`config.mk`:
```
export PLATFORM = sky130hd
export DESIGN_NAME = uart_tx_result_flat
export DESIGN_NICKNAME = d
export VERILOG_FILES = /design/src/rtl/uart_tx_result_if.sv /design/src/rtl/uart_tx_result.sv /design/src/flat_wrapper.sv
export SDC_FILE = /design/constraint.sdc
export NUM_CORES = 1
export LEC_CHECK = 0
export BUFFER_PORTS_ARGS = -buffer_cell sky130_fd_sc_hd__buf_2
export CORE_MARGIN = 2
export CORE_UTILIZATION = 56
export DETAILED_ROUTE_END_ITERATION = 12
export PLACE_DENSITY = 0.82
export RECOVER_POWER = 50
export SLEW_MARGIN = 20
export SYNTH_ARGS = -nofsm -noshare
export SYNTH_HDL_FRONTEND = slang
export SYNTH_SLANG_ARGS = --single-unit
```
`constraint.sdc`:
```
create_clock -name clk -period 6.4 [get_ports clk]
set_input_delay 0.64 -clock clk [delete_from_list [all_inputs] [get_ports clk]]
set_output_delay 0.64 -clock clk [all_outputs]
set_load 0.01 [all_outputs]
```
`src/rtl/uart_tx_result_if.sv`:
```
// Producer-to-transmitter link for uart_tx_result: level request, data byte,
// serial line and completion/busy status.
interface uart_tx_result_if;
    logic       trmt;
    logic [7:0] tx_data;
    logic       TX;
    logic       tx_done;
    logic       busy;

    modport master (output trmt, output tx_data, input TX, input tx_done, input busy);
    modport slave  (input trmt, input tx_data, output TX, output tx_done, output busy);
endinterface

```
`src/rtl/uart_tx_result.sv`:
```
// UART transmitter for the classified-digit byte: 8N1/8N2 frames by default,
// 8E1/8E2 when UART_TX_PARITY_EN is defined. All outputs are registered.
module uart_tx_result #(
    parameter int BAUD_DIV  = 434,
    parameter int STOP_BITS = 1
) (
    input  logic             clk,
    input  logic             rst_n,
    uart_tx_result_if.slave  bus
);

    localparam logic [15:0] BAUD_LAST = 16'(BAUD_DIV - 1);
    localparam logic [2:0]  STOP_LAST = 3'(STOP_BITS - 1);

    typedef enum logic [2:0] {
        ST_IDLE,
        ST_START,
        ST_DATA,
`ifdef UART_TX_PARITY_EN
        ST_PARITY,
`endif
        ST_STOP
    } state_t;

    state_t      state_q, state_d;
    logic [15:0] baud_q, baud_d;
    logic [2:0]  bit_q, bit_d;
    logic [7:0]  shift_q, shift_d;
    logic        trmt_q;
    logic        tx_q, tx_d;
    logic        tx_done_q, tx_done_d;
    logic        busy_q, busy_d;
`ifdef UART_TX_PARITY_EN
    logic        parity_q, parity_d;
`endif

    logic accept;
    logic boundary;

    // trmt is a level; only its rising edge requests a frame
    assign accept   = (state_q == ST_IDLE) && bus.trmt && !trmt_q;
    assign boundary = (baud_q == BAUD_LAST);

    always_comb begin
        state_d  = state_q;
        baud_d   = boundary ? 16'd0 : baud_q + 16'd1;
        bit_d    = bit_q;
        shift_d  = shift_q;
`ifdef UART_TX_PARITY_EN
        parity_d = parity_q;
`endif
        case (state_q)
            ST_IDLE: begin
                baud_d = 16'd0;
                if (accept) begin
                    state_d  = ST_START;
                    shift_d  = bus.tx_data;
                    bit_d    = 3'd0;
`ifdef UART_TX_PARITY_EN
                    parity_d = ^bus.tx_data;
`endif
                end
            end
            ST_START: begin
                if (boundary) begin
                    state_d = ST_DATA;
                    bit_d   = 3'd0;
                end
            end
            ST_DATA: begin
                if (boundary) begin
                    shift_d = {1'b1, shift_q[7:1]};
                    if (bit_q == 3'd7) begin
`ifdef UART_TX_PARITY_EN
                        state_d = ST_PARITY;
`else
                        state_d = ST_STOP;
`endif
                        bit_d   = 3'd0;
                    end else begin
                        bit_d = bit_q + 3'd1;
                    end
                end
            end
`ifdef UART_TX_PARITY_EN
            ST_PARITY: begin
                if (boundary) begin
                    state_d = ST_STOP;
                    bit_d   = 3'd0;
                end
            end
`endif
            ST_STOP: begin
                if (boundary) begin
                    if (bit_q == STOP_LAST) begin
                        state_d = ST_IDLE;
                        bit_d   = 3'd0;
                    end else begin
                        bit_d = bit_q + 3'd1;
                    end
                end
            end
            default: begin
                state_d = ST_IDLE;
                baud_d  = 16'd0;
                bit_d   = 3'd0;
            end
        endcase
    end

    // Outputs are decoded from next state so the flops present them in the same cycle
    always_comb begin
        tx_d = 1'b1;
        case (state_d)
            ST_START:  tx_d = 1'b0;
            ST_DATA:   tx_d = shift_d[0];
`ifdef UART_TX_PARITY_EN
            ST_PARITY: tx_d = parity_d;
`endif
            default:   tx_d = 1'b1;
        endcase
        busy_d    = (state_d != ST_IDLE);
        tx_done_d = (state_d == ST_STOP) && (baud_d == BAUD_LAST) && (bit_d == STOP_LAST);
    end

    always_ff @(posedge clk or negedge rst_n) begin
        if (!rst_n) begin
            state_q   <= ST_IDLE;
            baud_q    <= 16'd0;
            bit_q     <= 3'd0;
            shift_q   <= 8'hFF;
            trmt_q    <= 1'b0;
            tx_q      <= 1'b1;
            tx_done_q <= 1'b0;
            busy_q    <= 1'b0;
`ifdef UART_TX_PARITY_EN
            parity_q  <= 1'b0;
`endif
        end else begin
            state_q   <= state_d;
            baud_q    <= baud_d;
            bit_q     <= bit_d;
            shift_q   <= shift_d;
            trmt_q    <= bus.trmt;
            tx_q      <= tx_d;
            tx_done_q <= tx_done_d;
            busy_q    <= busy_d;
`ifdef UART_TX_PARITY_EN
            parity_q  <= parity_d;
`endif
        end
    end

    assign bus.TX      = tx_q;
    assign bus.tx_done = tx_done_q;
    assign bus.busy    = busy_q;

endmodule

```
`src/flat_wrapper.sv`:
```
// flat-port wrapper written by rule: the top's interface ports become plain ports
module uart_tx_result_flat 
#(
    parameter int BAUD_DIV  = 434,
    parameter int STOP_BITS = 1
)
  (clk, rst_n, bus_trmt, bus_tx_data, bus_TX, bus_tx_done, bus_busy);
  uart_tx_result_if bus_i ();
  input  logic clk;
  input  logic rst_n;
  input wire logic [$bits(bus_i.trmt)-1:0] bus_trmt;
  input wire logic [$bits(bus_i.tx_data)-1:0] bus_tx_data;
  output wire logic [$bits(bus_i.TX)-1:0] bus_TX;
  output wire logic [$bits(bus_i.tx_done)-1:0] bus_tx_done;
  output wire logic [$bits(bus_i.busy)-1:0] bus_busy;
  assign bus_i.trmt = bus_trmt;
  assign bus_i.tx_data = bus_tx_data;
  assign bus_TX = bus_i.TX;
  assign bus_tx_done = bus_i.tx_done;
  assign bus_busy = bus_i.busy;
  uart_tx_result #(.BAUD_DIV(BAUD_DIV), .STOP_BITS(STOP_BITS)) u_core (.clk(clk), .rst_n(rst_n), .bus(bus_i));
endmodule
```
==> metrics.json, run 1 <==
{
  "power_and_ir_drop": {
    "total_internal_power_uw": 369,
    "total_switching_power_uw": 103,
    "power.switching_fraction": 0.218,
    "power.share.combinational": 0.065,
    "clock_power_share": 0.421,
    "power_density_nw_per_um2": 235,
    "cellLeakagePower_nw": 0.852,
    "irDropWorstVdd_v": 0.000200,
    "power.share.sequential": 0.514
  },
  "status": {
    "violations": "capacitance limit, slew limit",
    "outcome": "finished, violations left"
  },
  "die": {
    "die_w_um": 61.3,
    "ios": 14,
    "dieHeight_um": 61.3,
    "die_area_um2": 3750,
    "initial_utilization": 0.597,
    "core_um2": 3080,
    "placementRows": 20
  },
  "cts": {
    "htree_levels": 2,
    "clk_transition_reported_paths_ns": 0.12,
    "post-cts-setup-buffers": 0,
    "cts-buffers-inserted": 5,
    "buffers_from_clock_root_to_sink_at_most": 2,
    "cts-root-buf": "sky130_fd_sc_hd__clkbuf_4",
    "cts_hold_buffers": 0,
    "clkLatencyLatePin_ns": 0.34,
    "cts_tree": "built",
    "cts_num_sinks": 34,
    "post_cts.resized_instances": 0
  },
  "global_route": {
    "residual_overflow_from_global_routing": 0,
    "grt_max_degree": 35,
    "global_route.usage.total": 0.216,
    "grt_pass1_wl_um": 5860,
    "grt_pass1_vias": 1285,
    "grt_antenna_before_repair": 0
  },
  "placement": {
    "place_hpwl_um": 2400,
    "dpl-instance-area_um2": 1910,
    "place_congestion": 0.862,
    "port-buffer-count": 13
  },
  "setup_path": {
    "slowest_stage": "sky130_fd_sc_hd__dfrtp_1",
    "setup.worst_path.class": "reg2reg",
    "crit_fanout": 11,
    "critical_path.startpoint_type": "flip-flop",
    "worstPathArrival_ns": 2.67,
    "setup.worst_path.end_class": "flip-flop",
    "worst-endpoint-required_ns": 6.69,
    "worstPathCellList": "nor4_1 > and4_1 > and3_1 > nor2_4 > a221o_1 > o21a_1",
    "cp_slowest_stage_delay_ns": 0.47
  },
  "yosys": {
    "mapped_cell_area_um2": 1840,
    "cells_after_synthesis": 189,
    "synth.yosys.warnings": 0,
    "async_flop_share": 1.00,
    "synth.net_count": 205,
    "synth_top_flop_cell": "sky130_fd_sc_hd__dfrtp_1",
    "synthesis.area_per_instance_um2": 9.72,
    "synth-edff-count": 0,
    "yosys.cell_types.count": 48,
    "yosys_reg_bits": 34,
    "yosysSeqAreaShare": 0.469
  },
  "drt": {
    "drt-total-wl_um": 3370,
    "dr.first_iter.drc_count": 38,
    "number_of_vias_after_detailed_routing": 1389,
    "drt_pass1_iterations": 4,
    "via_per_inst": 5.65,
    "antenna_left": 0,
    "wl_per_cell_um": 13.7,
    "drcViolationCount": 0
  },
  "sta": {
    "period_share": 0.372,
    "slew_headroom": -0.137,
    "final_hold_viol_count": 0,
    "layout_min_cycle_time_ns": 2.38,
    "final.setup_skew_ns": 0.0177,
    "finalMaxSlewViolations": 35,
    "worstMarginPinSlew_ns": 1.70,
    "maxClockFrequency_ghz": 0.420,
    "timing.setup.tns_ns": 0,
    "rsz0062_at_grt": "false",
    "report.final.setup_viol": 0
  },
  "run": {
    "drv.max_cap_violation_count": 1
  },
  "finish": {
    "postLayoutCellArea_um2": 2010,
    "num-nets-final": 217,
    "antenna_cells_inserted": 0,
    "post_route_cells_drive_above_1_share": 0.173,
    "synthesis_to_layout_area_growth_pct": 9.54
  },
  "worst_hold_path": {
    "worst_hold_path_type": "in2reg"
  }
}
power groups by stage:
stage          combinational (mW)  sequential [mW]  clock (mW)
2_1_floorplan              0.0183            0.245           0
3_3_place_gp               0.0296            0.246           0
3_5_place_dp               0.0313            0.246           0
4_1_cts                    0.0315            0.243       0.204
5_1_grt                    0.0355            0.244       0.213
6_report                   0.0306            0.243       0.199
flip-flops by register name (all words and copies together), names as in the netlist:
name / flops
u_core.bus.busy: 1
u_core.trmt_q: 1
u_core.state_q: 3
u_core.bus.tx_done: 1
u_core.bit_q: 3
u_core.bus.TX: 1
u_core.baud_q: 16
u_core.shift_q: 8
metal layers:
metal  track usage  part of all wire  vias up
met5             0                 0        -
met4        0.0745             0.014        0
met3        0.0672             0.044        6
met2         0.359              0.49       33
met1         0.266              0.45      672
li1              -                 -      678
kinds of logic after synthesis:
family | count (synthesis) | share of synthesized area
compound gates | 25 | 0.0940
xor+xnor | 17 | 0.0811
fa+ha+maj | 5 | 0.0341
buf+inv | 14 | 0.0395
flops | 34 | 0.469
mux | 2 | 0.0109
other cells | 1 | 0.00204
simple gates | 91 | 0.269
stage by stage:
step           power, mW  hold WS (ns)  setup slack [ns]  std cells  utilization
3_3_place_gp       0.276         0.447              4.12        238        0.620
6_report           0.472         0.404              4.02        246        0.654
3_5_place_dp       0.278         0.454              4.03        238        0.620
4_1_cts            0.478         0.351              4.02        246        0.654
2_1_floorplan      0.263         0.344              4.37        189            -
5_1_grt            0.493         0.380              3.89        246        0.654
worst max-delay path: cells and delay by family (launching register included):
family | cells | cell delay (ns)
AO/OA/AOI/OAI | 2 | 0.53
flip-flops | 1 | 0.47
AND/OR/NAND/NOR | 4 | 1.33
final timing paths:
check / from / end / slack (ns) / depth (start not counted)
setup / recovery: u_core.baud_q[10] / u_core.bus.TX / 4.02 / 6
hold / removal: bus_trmt / u_core.trmt_q / 0.40 / 1
setup reg to reg: u_core.baud_q[10] / u_core.bus.TX / 4.02 / 6
hold reg to reg: u_core.shift_q[1] / u_core.shift_q[1] / 0.47 / 2
max in group asynchronous: rst_n / u_core.bit_q[1] / 4.68 / 1
min in group asynchronous: rst_n / u_core.baud_q[5] / 0.72 / 1
layout by cell type, fill, tap and decap left out, types with 3 or more instances in the layout:
| master | count |
|---|---|
| sky130_fd_sc_hd__a21oi_1 | 6 |
| sky130_fd_sc_hd__a22oi_1 | 6 |
| sky130_fd_sc_hd__and3_1 | 7 |
| sky130_fd_sc_hd__buf_2 | 12 |
| sky130_fd_sc_hd__clkbuf_4 | 5 |
| sky130_fd_sc_hd__dfrtp_1 | 25 |
| sky130_fd_sc_hd__dfstp_2 | 9 |
| sky130_fd_sc_hd__ha_1 | 5 |
| sky130_fd_sc_hd__inv_1 | 6 |
| sky130_fd_sc_hd__nand2_1 | 21 |
| sky130_fd_sc_hd__nand3_1 | 10 |
| sky130_fd_sc_hd__nand4_1 | 4 |
| sky130_fd_sc_hd__nor2_1 | 23 |
| sky130_fd_sc_hd__nor4_1 | 3 |
| sky130_fd_sc_hd__o21ai_0 | 4 |
| sky130_fd_sc_hd__xnor2_1 | 10 |
| sky130_fd_sc_hd__xor2_1 | 7 |
layout make-up:
class	count	area, um^2
clock buffer	5	37.5
clock inverter	3	68.8
fill	250	1070
tap	44	55.1
timing repair buffer	13	63.8
sequential	34	862
inverter	6	22.5
multi-input combinational	141	902
cell usage after synthesis, types with 2 or more instances:
master	n	area share
sky130_fd_sc_hd__dfstp_2	9	0.13
sky130_fd_sc_hd__clkbuf_1	4	0.0082
sky130_fd_sc_hd__nand3_1	10	0.027
sky130_fd_sc_hd__ha_1	5	0.034
sky130_fd_sc_hd__a31oi_1	2	0.0068
sky130_fd_sc_hd__or3_1	2	0.0068
sky130_fd_sc_hd__buf_6	2	0.012
sky130_fd_sc_hd__dfrtp_1	25	0.34
sky130_fd_sc_hd__xnor2_1	10	0.048
sky130_fd_sc_hd__a21oi_1	6	0.016
sky130_fd_sc_hd__o21ai_0	4	0.011
sky130_fd_sc_hd__xor2_1	7	0.033
sky130_fd_sc_hd__nand2_1	21	0.043
sky130_fd_sc_hd__nand4_1	4	0.014
sky130_fd_sc_hd__nor4_1	3	0.010
sky130_fd_sc_hd__inv_1	6	0.012
sky130_fd_sc_hd__nand2b_1	2	0.0068
sky130_fd_sc_hd__or2_2	2	0.0068
sky130_fd_sc_hd__and3_1	7	0.024
sky130_fd_sc_hd__nor2_1	23	0.047
sky130_fd_sc_hd__nor2b_1	2	0.0068
sky130_fd_sc_hd__mux2i_1	2	0.011
sky130_fd_sc_hd__a22oi_1	6	0.025
Note: power is estimated with default switching activity, not from simulation.
==> inputs of run 2 (changes only) <==
Clock period 6.4 ns to 2.44 ns, I/O delays scaled along.
==> metrics.json, run 2 (synthesis gave the netlist of run 1 again) <==
{
  "status": {
    "outcome": "finished, violations left",
    "violations": "capacitance limit, slew limit"
  },
  "global_route": {
    "residual_overflow_from_global_routing": 0,
    "grt_pass1_wl_um": 5760,
    "grt_antenna_before_repair": 0,
    "grt_pass1_vias": 1337,
    "grt_max_degree": 35,
    "global_route.usage.total": 0.209
  },
  "die": {
    "ios": 14,
    "initial_utilization": 0.597,
    "placementRows": 20,
    "die_w_um": 61.3,
    "core_um2": 3080,
    "die_area_um2": 3750,
    "dieHeight_um": 61.3
  },
  "cts": {
    "cts_num_sinks": 34,
    "clkLatencyLatePin_ns": 0.34,
    "cts_tree": "built",
    "cts-buffers-inserted": 5,
    "buffers_from_clock_root_to_sink_at_most": 2,
    "htree_levels": 2,
    "cts-root-buf": "sky130_fd_sc_hd__clkbuf_4",
    "clk_transition_reported_paths_ns": 0.11
  },
  "sta": {
    "timing.setup.tns_ns": 0,
    "finalHoldWorstSlack_ns": 0.0167,
    "finalMaxSlewViolations": 35,
    "rsz0062_at_grt": "false",
    "slew_headroom": -0.173,
    "worstMarginPinSlew_ns": 1.76,
    "report.final.setup_viol": 0,
    "final.setup_skew_ns": 0.0180,
    "layout_min_cycle_time_ns": 2.20,
    "maxClockFrequency_ghz": 0.455,
    "final_hold_viol_count": 0,
    "period_share": 0.902
  },
  "drt": {
    "drt_pass1_iterations": 4,
    "via_per_inst": 5.60,
    "drt-total-wl_um": 3360,
    "wl_per_cell_um": 13.5,
    "drcViolationCount": 0,
    "number_of_vias_after_detailed_routing": 1395,
    "antenna_left": 0,
    "dr.first_iter.drc_count": 48
  },
  "setup_path": {
    "setup.worst_path.end_class": "flip-flop",
    "worst-endpoint-required_ns": 2.73,
    "worstPathArrival_ns": 2.49,
    "setup.worst_path.class": "reg2reg",
    "critical_path.startpoint_type": "flip-flop",
    "crit_fanout": 11
  },
  "power_and_ir_drop": {
    "cellLeakagePower_nw": 0.854,
    "total_internal_power_uw": 860,
    "irDropWorstVdd_v": 0.000468,
    "clock_power_share": 0.359,
    "total_switching_power_uw": 258,
    "post-layout-total-power_mw": 1.12,
    "power.share.sequential": 0.570,
    "power.switching_fraction": 0.231,
    "power_density_nw_per_um2": 557,
    "power.share.combinational": 0.071
  },
  "finish": {
    "synthesis_to_layout_area_growth_pct": 9.26,
    "layout.cells.most_common": "sky130_fd_sc_hd__dfrtp_1",
    "num-nets-final": 220,
    "layout.filler_cells": 258,
    "largest_reg_flops": 16,
    "layout.cells.most_common_list": "25 x sky130_fd_sc_hd__dfrtp_1, 23 x sky130_fd_sc_hd__nor2_1, 21 x sky130_fd_sc_hd__nand2_1",
    "layout_top_registers": "u_core.baud_q: 16 flops, u_core.shift_q: 8 flops",
    "total_area_of_multi_input_combinational_cells_um2": 902,
    "top_register": "u_core.baud_q",
    "antenna_cells_inserted": 0,
    "area.sequential_um2": 862,
    "post_route_cells_drive_above_1_share": 0.176
  },
  "placement": {
    "place_hpwl_um": 2440,
    "port-buffer-count": 13,
    "place_congestion": 0.852
  },
  "worst_hold_path": {
    "worst_hold_path_type": "in2reg"
  },
  "run": {
    "drv.max_cap_violation_count": 1
  }
}
[run 2: worst paths after layout]
| path | start | endpoint | slack (ns) | cells after the start |
|---|---|---|---|---|
| max | u_core.baud_q[9] | u_core.bus.TX | 0.24 | 6 |
| min | bus_trmt | u_core.trmt_q | 0.02 | 1 |
| max reg2reg | u_core.baud_q[9] | u_core.bus.TX | 0.24 | 6 |
| min reg2reg | u_core.shift_q[4] | u_core.shift_q[4] | 0.46 | 2 |
| max in group asynchronous | rst_n | u_core.state_q[1] | 0.52 | 2 |
| min in group asynchronous | rst_n | u_core.bus.busy | 0.90 | 2 |
[run 2: power groups by stage]
stage                     Sequential (mW)  Clock (mW)  Combinational [mW]
final                               0.637       0.402              0.0794
after global routing                0.641       0.431              0.0917
after CTS                           0.637       0.415              0.0818
after detailed placement            0.647           0              0.0807
after global placement              0.646           0              0.0769
after floorplan                     0.643           0              0.0479
[run 2: what timing repair did]
action	4_1_cts	5_1_grt
buffers inserted	0	0
endpoints found under the setup margin	0	0
gates resized for setup	0	0
endpoints found under the hold margin	25	0
hold buffers	1	0
[run 2: layout make-up]
cell class                 count  share of cell area
multi-input combinational    141               0.450
clock buffer                   5              0.0187
sequential                    34               0.430
inverter                       6              0.0112
tap                           44              0.0274
timing repair buffer          16              0.0436
clock inverter                 3              0.0200
[run 2: critical path, cell delays in order, from the launching register on]
cell and delay, ns:
sky130_fd_sc_hd__dfrtp_1 0.48, sky130_fd_sc_hd__nor3b_1 0.32, sky130_fd_sc_hd__and4_1 0.44, sky130_fd_sc_hd__and3_1 0.31, sky130_fd_sc_hd__nor2_4 0.07, sky130_fd_sc_hd__a221o_1 0.34
sky130_fd_sc_hd__o21a_1 0.19
[run 2: per-stage QoR]
stage                     worst slack [ns]   util  instance area [um^2]  instances
after CTS                            0.232  0.653                  2010        249
after detailed placement             0.215  0.624                  1920        240
after floorplan                      0.415      -                  1840        189
after global placement               0.304  0.624                  1920        240
after global routing                0.0331  0.652                  2010        249
final                                0.240  0.652                  2010        249
[run 2: metal layers]
layer  part of all wire  track usage  vias up
met5                  0            0        -
met4              0.021       0.0807        0
met3              0.040       0.0588       10
met2               0.47        0.343       23
met1               0.46        0.263      676
li1                   -            -      686
==> inputs of run 3 (changes only) <==
Settings changed: CTS_BUF_LIST set to sky130_fd_sc_hd__clkbuf_8.
==> metrics.json, run 3 (synthesis gave the netlist of run 1 again) <==
{
  "setup_path": {
    "setup.worst_path.end_class": "flip-flop",
    "crit_fanout": 11,
    "critical_path.startpoint_type": "flip-flop",
    "worst-endpoint-required_ns": 2.66,
    "slowest_stage": "sky130_fd_sc_hd__dfrtp_1",
    "critPathBufInv": 0,
    "worstPathCellList": "ha_1 > nor4bb_1 > and4_2 > and3_1 > nor2_4 > a221o_1 > o21a_1",
    "critical_path.top_delay_family": "simple AND/OR/NAND/NOR gates",
    "worstPathArrival_ns": 2.37,
    "setup.worst_path.class": "reg2reg",
    "cp_slowest_stage_delay_ns": 0.43
  },
  "drt": {
    "drt_pass1_iterations": 4,
    "drt-total-wl_um": 3430,
    "wl_per_cell_um": 13.8,
    "drcViolationCount": 0,
    "via_per_inst": 5.71,
    "dr.first_iter.drc_count": 66,
    "number_of_vias_after_detailed_routing": 1415,
    "antenna_left": 0
  },
  "die": {
    "dieHeight_um": 61.3,
    "core_um2": 3080,
    "die_w_um": 61.3,
    "die_area_um2": 3750,
    "placementRows": 20,
    "ios": 14,
    "initial_utilization": 0.597
  },
  "cts": {
    "cts_num_sinks": 34,
    "cts-root-buf": "sky130_fd_sc_hd__clkbuf_8",
    "cts_tree": "built",
    "clkLatencyLatePin_ns": 0.29,
    "cts_hold_buffers": 0,
    "buffers_from_clock_root_to_sink_at_most": 2,
    "htree_levels": 2,
    "clk_transition_reported_paths_ns": 0.07,
    "post-cts-setup-buffers": 0,
    "cts-buffers-inserted": 5,
    "post_cts.resized_instances": 0
  },
  "finish": {
    "top_register": "u_core.baud_q",
    "antenna_cells_inserted": 0,
    "layout_top_registers": "u_core.baud_q: 16 flops, u_core.shift_q: 8 flops",
    "layout.cells.most_common": "sky130_fd_sc_hd__dfrtp_1",
    "synthesis_to_layout_area_growth_pct": 10.5,
    "layout.cells.most_common_list": "25 x sky130_fd_sc_hd__dfrtp_1, 23 x sky130_fd_sc_hd__nor2_1, 21 x sky130_fd_sc_hd__nand2_1",
    "num-nets-final": 219,
    "layout.filler_cells": 248,
    "largest_reg_flops": 16,
    "post_route_cells_drive_above_1_share": 0.181
  },
  "sta": {
    "layout_min_cycle_time_ns": 2.14,
    "slew_headroom": -0.139,
    "report.final.setup_viol": 0,
    "rsz0062_at_grt": "false",
    "period_share": 0.879,
    "timing.setup.tns_ns": 0,
    "worstMarginPinSlew_ns": 1.71,
    "finalMaxSlewViolations": 35,
    "maxClockFrequency_ghz": 0.466,
    "final_hold_viol_count": 0,
    "final.setup_skew_ns": 0.00776
  },
  "power_and_ir_drop": {
    "irDropWorstVdd_v": 0.000492,
    "power_density_nw_per_um2": 599,
    "cellLeakagePower_nw": 0.863,
    "post-layout-total-power_mw": 1.22
  },
  "global_route": {
    "grt_max_degree": 35,
    "grt_pass1_wl_um": 5870,
    "grt_antenna_before_repair": 0,
    "residual_overflow_from_global_routing": 0,
    "global_route.usage.total": 0.218,
    "grt_pass1_vias": 1359
  },
  "status": {
    "violations": "capacitance limit, slew limit",
    "outcome": "finished, violations left"
  },
  "placement": {
    "port-buffer-count": 13,
    "place_congestion": 0.852,
    "place_hpwl_um": 2440
  },
  "run": {
    "drv.max_cap_violation_count": 1
  },
  "worst_hold_path": {
    "worst_hold_path_type": "in2reg"
  }
}
==> run 3: changes by cell type in the layout (fill, tap and decap cells not counted) <==
cell,delta
sky130_fd_sc_hd__clkbuf_4,-5
sky130_fd_sc_hd__and4_2,+1
sky130_fd_sc_hd__clkbuf_8,+5
sky130_fd_sc_hd__and4_1,-1
sky130_fd_sc_hd__dlygate4sd3_1,-1
==> run 3: power by group <==
group          switching (mW)  internal, mW  total [mW]
Clock                   0.200         0.300       0.500
Combinational          0.0476        0.0311      0.0787
Sequential             0.0211         0.616       0.637
Total                   0.268         0.948        1.22
==> run 3: metal layers <==
layer	wire length, um	global-route usage	share of wire	vias up
li1	-	-	-	682
met1	1510	0.267	0.44	671
met2	1590	0.342	0.46	48
met3	205	0.0735	0.060	14
met4	129	0.112	0.038	0
met5	0	0	0	-
==> run 3: final timing paths <==
kind | startpoint | to | slack [ns] | depth (start not counted)
max | u_core.baud_q[0] | u_core.bus.TX | 0.30 | 7
min | bus_trmt | u_core.trmt_q | 0.09 | 1
max reg2reg | u_core.baud_q[0] | u_core.bus.TX | 0.30 | 7
min reg2reg | u_core.shift_q[4] | u_core.shift_q[4] | 0.46 | 2
max in group asynchronous | rst_n | u_core.state_q[1] | 1.05 | 1
min in group asynchronous | rst_n | u_core.baud_q[8] | 0.40 | 1
==> run 3: metrics by stage <==
step,utilization,hold slack (ns),setup slack [ns],cells,cell area [um^2]
final,0.659,0.0862,0.296,248,2030
after global routing,0.659,0.0801,0.120,248,2030
after CTS,0.660,0.0315,0.208,248,2030
after detailed placement,0.624,0.343,0.215,240,1920
after global placement,0.624,0.332,0.304,240,1920
after floorplan,-,-0.0516,0.415,189,1840
==> run 3: final cells by class <==
class	count	area [um^2]	area share
Clock buffer	5	68.8	0.0339
Clock inverter	3	40.0	0.0197
Timing Repair Buffer	15	77.6	0.0382
Multi-Input combinational cell	141	903	0.445
Sequential cell	34	862	0.425
Inverter	6	22.5	0.0111
Tap cell	44	55.1	0.0271
==> run 3: worst reg2reg max path, stage by stage (launching register included) <==
cell and delay, ns:
sky130_fd_sc_hd__dfrtp_1 0.43, sky130_fd_sc_hd__ha_1 0.17, sky130_fd_sc_hd__nor4bb_1 0.20, sky130_fd_sc_hd__and4_2 0.39, sky130_fd_sc_hd__and3_1 0.29, sky130_fd_sc_hd__nor2_4 0.07, sky130_fd_sc_hd__a221o_1 0.34, sky130_fd_sc_hd__o21a_1 0.19
